==> config.mk <==
export PLATFORM = sky130hd
export DESIGN_NAME = alarm_timegen_flat
export DESIGN_NICKNAME = d
export VERILOG_FILES = /design/src/rtl/alarm_timegen_pkg.sv /design/src/rtl/alarm_timegen_if.sv /design/src/rtl/alarm_timegen_mod_counter.sv /design/src/rtl/alarm_timegen.sv /design/src/flat_wrapper.sv
export SDC_FILE = /design/constraint.sdc
export NUM_CORES = 1
export LEC_CHECK = 0
export CAP_MARGIN = 0
export CORE_ASPECT_RATIO = 1.1
export CORE_MARGIN = 8
export CORE_UTILIZATION = 34
export DETAILED_ROUTE_END_ITERATION = 10
export PLACE_DENSITY_LB_ADDON = 0.1
export REMOVE_ABC_BUFFERS = 1
export SLEW_MARGIN = 40
export SYNTH_ARGS = -nofsm -noshare
export SYNTH_HDL_FRONTEND = slang
export SYNTH_SLANG_ARGS = --single-unit
export TNS_END_PERCENT = 5
==> constraint.sdc <==
create_clock -name clock -period 1.5 [get_ports clock]
set_input_delay 0.225 -clock clock [delete_from_list [all_inputs] [get_ports clock]]
set_output_delay 0.225 -clock clock [all_outputs]
set_load 0.02 [all_outputs]
==> src/rtl/alarm_timegen_pkg.sv <==
// Shared timebase constants for the alarm-clock datapath.
// Counter widths are derived locally by each user from its own parameters.
package alarm_pkg;
  localparam int CLK_PER_SEC_DEF = 256;
  localparam int SEC_PER_MIN_DEF = 60;
endpackage

==> src/rtl/alarm_timegen_if.sv <==
// Timebase bundle between alarm_timegen (slave side) and the control FSM (master side).
interface alarm_timegen_if import alarm_pkg::*; #(
  parameter int SEC_PER_MIN = SEC_PER_MIN_DEF
);
  localparam int SW = (SEC_PER_MIN > 1) ? $clog2(SEC_PER_MIN) : 1;

  logic          reset_count;
  logic          fast_watch;
  logic          one_second;
  logic          one_minute;
  logic [SW-1:0] sec_count;

  modport master (
    output reset_count, fast_watch,
    input  one_second, one_minute, sec_count
  );

  modport slave (
    input  reset_count, fast_watch,
    output one_second, one_minute, sec_count
  );
endinterface

==> src/rtl/alarm_timegen_mod_counter.sv <==
// Modulo-N counter 0..N-1 with synchronous clear (priority over enable) and a
// combinational wrap flag that is high on the enabled cycle where count == N-1.
module mod_counter #(
  parameter int N = 4,
  parameter int W = (N > 1) ? $clog2(N) : 1
) (
  input  logic         clock,
  input  logic         reset,
  input  logic         clear,
  input  logic         enable,
  output logic [W-1:0] count,
  output logic         wrap
);
  localparam logic [W-1:0] LAST = W'(N - 1);

  assign wrap = enable && (count == LAST);

  always_ff @(posedge clock or posedge reset) begin
    if (reset)
      count <= '0;
    else if (clear)
      count <= '0;
    else if (enable)
      count <= wrap ? '0 : count + W'(1);
  end
endmodule

==> src/rtl/alarm_timegen.sv <==
// Divides clock into registered one_second / one_minute pulses and a seconds count;
// reset_count restarts the whole timebase and fast_watch makes minutes tick every second.
module alarm_timegen import alarm_pkg::*; #(
  parameter int CLK_PER_SEC = CLK_PER_SEC_DEF,
  parameter int SEC_PER_MIN = SEC_PER_MIN_DEF
) (
  input  logic            clock,
  input  logic            reset,
  alarm_timegen_if.slave  bus
);
  localparam int PW = (CLK_PER_SEC > 1) ? $clog2(CLK_PER_SEC) : 1;
  localparam int SW = (SEC_PER_MIN > 1) ? $clog2(SEC_PER_MIN) : 1;

  if (CLK_PER_SEC < 2 || SEC_PER_MIN < 2) begin : g_bad_param
    $error("alarm_timegen: CLK_PER_SEC and SEC_PER_MIN must both be >= 2");
  end

  logic [PW-1:0] presc;
  logic [SW-1:0] sec_cnt;
  logic          tick;
  logic          sec_wrap;
  logic          one_second_q;
  logic          one_minute_q;

  mod_counter #(.N(CLK_PER_SEC), .W(PW)) u_presc (
    .clock  (clock),
    .reset  (reset),
    .clear  (bus.reset_count),
    .enable (1'b1),
    .count  (presc),
    .wrap   (tick)
  );

  mod_counter #(.N(SEC_PER_MIN), .W(SW)) u_seconds (
    .clock  (clock),
    .reset  (reset),
    .clear  (bus.reset_count),
    .enable (tick),
    .count  (sec_cnt),
    .wrap   (sec_wrap)
  );

  // fast_watch only matters on tick edges, since both pulse sources are gated by tick.
  always_ff @(posedge clock or posedge reset) begin
    if (reset) begin
      one_second_q <= 1'b0;
      one_minute_q <= 1'b0;
    end else if (bus.reset_count) begin
      one_second_q <= 1'b0;
      one_minute_q <= 1'b0;
    end else begin
      one_second_q <= tick;
      one_minute_q <= bus.fast_watch ? tick : sec_wrap;
    end
  end

  assign bus.one_second = one_second_q;
  assign bus.one_minute = one_minute_q;
  assign bus.sec_count  = sec_cnt;

  // Non-power-of-2 prescalers must never run past their last state.
  a_presc_range: assert property (@(posedge clock) disable iff (reset)
    presc <= PW'(CLK_PER_SEC - 1));
endmodule
==> src/flat_wrapper.sv <==
// flat-port wrapper written by rule: the top's interface ports become plain ports
module alarm_timegen_flat import alarm_pkg::*;
#(
  parameter int CLK_PER_SEC = CLK_PER_SEC_DEF,
  parameter int SEC_PER_MIN = SEC_PER_MIN_DEF
)
  (clock, reset, bus_reset_count, bus_fast_watch, bus_one_second, bus_one_minute, bus_sec_count);
  alarm_timegen_if #(.SEC_PER_MIN(SEC_PER_MIN)) bus_i ();
  input  logic clock;
  input  logic reset;
  input wire logic [$bits(bus_i.reset_count)-1:0] bus_reset_count;
  input wire logic [$bits(bus_i.fast_watch)-1:0] bus_fast_watch;
  output wire logic [$bits(bus_i.one_second)-1:0] bus_one_second;
  output wire logic [$bits(bus_i.one_minute)-1:0] bus_one_minute;
  output wire logic [$bits(bus_i.sec_count)-1:0] bus_sec_count;
  assign bus_i.reset_count = bus_reset_count;
  assign bus_i.fast_watch = bus_fast_watch;
  assign bus_one_second = bus_i.one_second;
  assign bus_one_minute = bus_i.one_minute;
  assign bus_sec_count = bus_i.sec_count;
  alarm_timegen #(.CLK_PER_SEC(CLK_PER_SEC), .SEC_PER_MIN(SEC_PER_MIN)) u_core (.clock(clock), .reset(reset), .bus(bus_i));
endmodule
==> results.py <==
metrics = {
    "clock_tree": {
        "cts.reportedPaths.clkPinSlew_ns": 0.10,
        "clockBufferDepth": 2,
        "cts_buffers": 3,
        "cts_tree": "built",
        "hold_buffers": 0,
        "clock_latency_ns": 0.28,
        "clock-root-buffer": "clkbuf_4",
        "htreeDepth": 1,
        "cts_sinks": 16,
    },
    "worst_setup_path": {
        "cp.required_ns": 1.69,
        "worstReg2RegStart": "u_core.u_presc.count[1]",
        "crit_family": "simple AND/OR/NAND/NOR gates",
        "crit_chain": "ha_4 -> nand3_4 -> or4_4 -> o311ai_1",
        "cp_max_fo": 5,
        "start_kind": "flop",
        "critPathMaxStageDelay_ns": 0.48,
        "reg2regPathDepth": 4,
        "endpoint_kind": "flop",
        "slowest_stage": "or4_4",
        "rrSetupSlack_ns": 0.03,
        "crit_type": "reg -> reg",
        "reg2reg_to": "u_core.u_seconds.count[5]",
        "critPathBufInv": 0,
        "crit_arrival_ns": 1.66,
    },
    "pwr": {
        "p_clk_frac": 0.288,
        "ir_drop_mv": 0.448,
        "power_frac_seq": 0.589,
        "p_total_uw": 789,
        "power_density_nw_per_um2": 723,
        "p_int_uw": 584,
        "power_switching_uw": 205,
        "p_leak_nw": 0.462,
        "comb_power_share": 0.123,
        "sw_frac_of_total": 0.260,
    },
    "grt": {
        "grt_max_degree": 17,
        "grt_overflow_total": 0,
        "grt_usage": 0.0995,
        "grt_pass1_vias": 755,
        "grt_pass1_wl_microns": 3410,
        "antenna_found_initial": 0,
    },
    "die": {
        "design.die.area_sq_um": 4260,
        "coreArea_sq_um": 2270,
        "die_x_microns": 63.0,
        "fp.dieH_microns": 67.7,
        "ios": 12,
        "start_util": 0.362,
        "rows": 18,
    },
    "sta": {
        "tns_ns": 0,
        "grt_setup_unrepaired": "true",
        "skew_ns": 0.00489,
        "period_needed_ns": 1.47,
        "worst_pin_slew_ns": 0.229,
        "hold_viol_final": 0,
        "drv_slew": 0,
        "layout_worst_path_cycle_share": 0.977,
        "setup_viol": 0,
        "max_slew_margin": 0.846,
        "fmax_mhz": 682,
    },
    "drt": {
        "first_iter_violations": 21,
        "vias": 725,
        "first_pass_iters": 4,
        "drc": 0,
        "routed_wl_microns": 1990,
        "viasPerCell": 5.37,
        "wl_per_cell_microns": 14.7,
        "ant_nets": 0,
    },
    "placed_design": {
        "dp_hpwl_microns": 1370,
        "portBuffers": 11,
        "placed_area_sq_um": 1030,
        "routabilityCongestion": 0.835,
    },
    "logic_synthesis": {
        "synthArstFlopShare": 1.00,
        "syn_area_sq_um": 825,
        "synthXorXnorAreaFrac": 0.0212,
        "synthFlopType": "dfrtp_1",
        "syn_area_per_cell_sq_um": 10.1,
        "synth_top_family_by_area": "simple AND/OR/NAND/NOR gates",
        "synth_edf_count": 0,
        "yosys-top-cells-area": "dfrtp_1 49%, o21ai_0 4.2%, a21oi_1 3.6%",
        "synth.distinct_cells": 34,
        "synth.top_cell.area_share": 0.486,
        "synthSimpleGateAreaFrac": 0.206,
        "synth_compound_area_frac": 0.203,
        "syn_inst": 82,
        "yosysWarnings": 0,
        "synth-seq-area-share": 0.486,
        "synthAdderAreaFrac": 0.0303,
        "yosysTopAreaCell": "dfrtp_1",
        "synth_seq_cells": 16,
        "synthMuxAreaShare": 0.0121,
    },
    "layout": {
        "design_area_sq_um": 1090,
        "num_antenna_cells": 0,
        "syn_to_final_growth_pct": 32.5,
        "fillCellCount": 220,
        "drive_gt1_frac": 0.238,
        "nets": 113,
    },
    "min_path": {
        "hp-class": "in -> async",
    },
    "run": {
        "max_cap_viol_count": 0,
    },
    "status": {
        "outcome": "completed",
    },
}
[worst max-delay path by stage]
| stage | slack, ns | startpoint | end | depth (start not counted) |
|---|---|---|---|---|
| after floorplan | -0.05 | u_core.u_presc.count[0] | u_core.u_seconds.count[5] | 4 |
| after global placement | -0.03 | u_core.u_presc.count[1] | u_core.u_seconds.count[5] | 4 |
| after detailed placement | -0.07 | u_core.u_presc.count[1] | u_core.u_seconds.count[5] | 4 |
| after CTS | -0.006 | u_core.u_presc.count[1] | u_core.u_seconds.count[5] | 4 |
| after global routing | -0.02 | u_core.u_presc.count[1] | u_core.u_seconds.count[5] | 4 |
| final | 0.03 | u_core.u_presc.count[1] | u_core.u_seconds.count[5] | 4 |
[worst register-to-register path, cell delays in order (launching register included)]
cell and delay [ns]:
dfrtp_2 0.42, ha_4 0.17, nand3_4 0.09, or4_4 0.48
o311ai_1 0.22
[per-layer routing]
| metal | GRT usage | routed length [microns] | share of wire | up-vias |
|---|---|---|---|---|
| li1 | - | - | - | 360 |
| met1 | 0.103 | 884 | 0.44 | 348 |
| met2 | 0.183 | 986 | 0.50 | 13 |
| met3 | 0.0281 | 83 | 0.042 | 4 |
| met4 | 0.0513 | 32 | 0.016 | 0 |
| met5 | 0 | 0 | 0 | - |
[layout by cell type, fill, tap and decap left out, types with 2 or more instances in the layout]
master            n
nand2_1           2
nor2_1            5
clkbuf_4          3
a21oi_1           6
or4_1             2
buf_4            11
dfrtp_2           2
nor3_1            2
o21ai_0           7
a31oi_1           2
dfrtp_1          14
inv_1             4
nand3_2           2
dlygate4sd2_1     6
xnor2_1           2
nand3_1           4
clkdlybuf4s50_1   5
o211ai_1          3
nor2b_1           2
[registers in the layout (all words and copies together) (netlist names)]
name	count
u_core.bus.one_minute	1
u_core.u_presc.count	8
u_core.bus.one_second	1
u_core.u_seconds.count	6
[logic make-up (layout without fill, tap and decap cells)]
kind of cell / count (synthesis) / in the layout
simple gates: 28 / 29
mux: 1 / 1
flops: 16 / 16
fa+ha+maj: 2 / 2
xor+xnor: 2 / 2
buf+inv: 7 / 29
compound gates: 26 / 26
[synthesized netlist by cell type, types with 2 or more instances]
master / instances
a21oi_1: 6
a31oi_1: 2
clkbuf_1: 2
dfrtp_1: 16
ha_1: 2
inv_1: 4
nand2_1: 2
nand3_1: 5
nor2_1: 5
nor2b_1: 2
nor3_1: 2
o211ai_1: 3
o21ai_0: 7
or4_1: 3
xnor2_1: 2
[power groups by stage]
stage          registers, mW  logic, mW  clock network, mW
3_5_place_dp           0.469     0.0959                  0
5_1_grt                0.468      0.107              0.266
2_1_floorplan          0.476     0.0350                  0
4_1_cts                0.463     0.0949              0.239
6_report               0.465     0.0972              0.227
3_3_place_gp           0.469     0.0955                  0
[final cells by class]
cell class | instances | area (sq um) | area share
Tap cell | 30 | 37.5 | 0.0344
Inverter | 4 | 15.0 | 0.0137
Sequential cell | 16 | 403 | 0.369
Timing Repair Buffer | 22 | 185 | 0.170
Multi-Input combinational cell | 60 | 429 | 0.393
Clock buffer | 3 | 22.5 | 0.0206
[metrics by stage]
stage	setup slack (ns)	hold slack [ns]	util	std cells
final	0.0344	0.244	0.480	135
after global routing	-0.0203	0.257	0.480	135
after CTS	-0.00635	0.246	0.468	133
after detailed placement	-0.0678	0.543	0.452	130
after global placement	-0.0332	0.535	0.452	130
after floorplan	-0.0501	0.139	-	79
[what timing repair did]
item / in CTS / in global routing
endpoints found under the setup margin: 8 / 4
gates resized for setup: 9 / 4
pin swaps: 0 / 1
buffers inserted: 0 / 1
gates cloned: 0 / 1
Power figures use the tool's default switching activity.
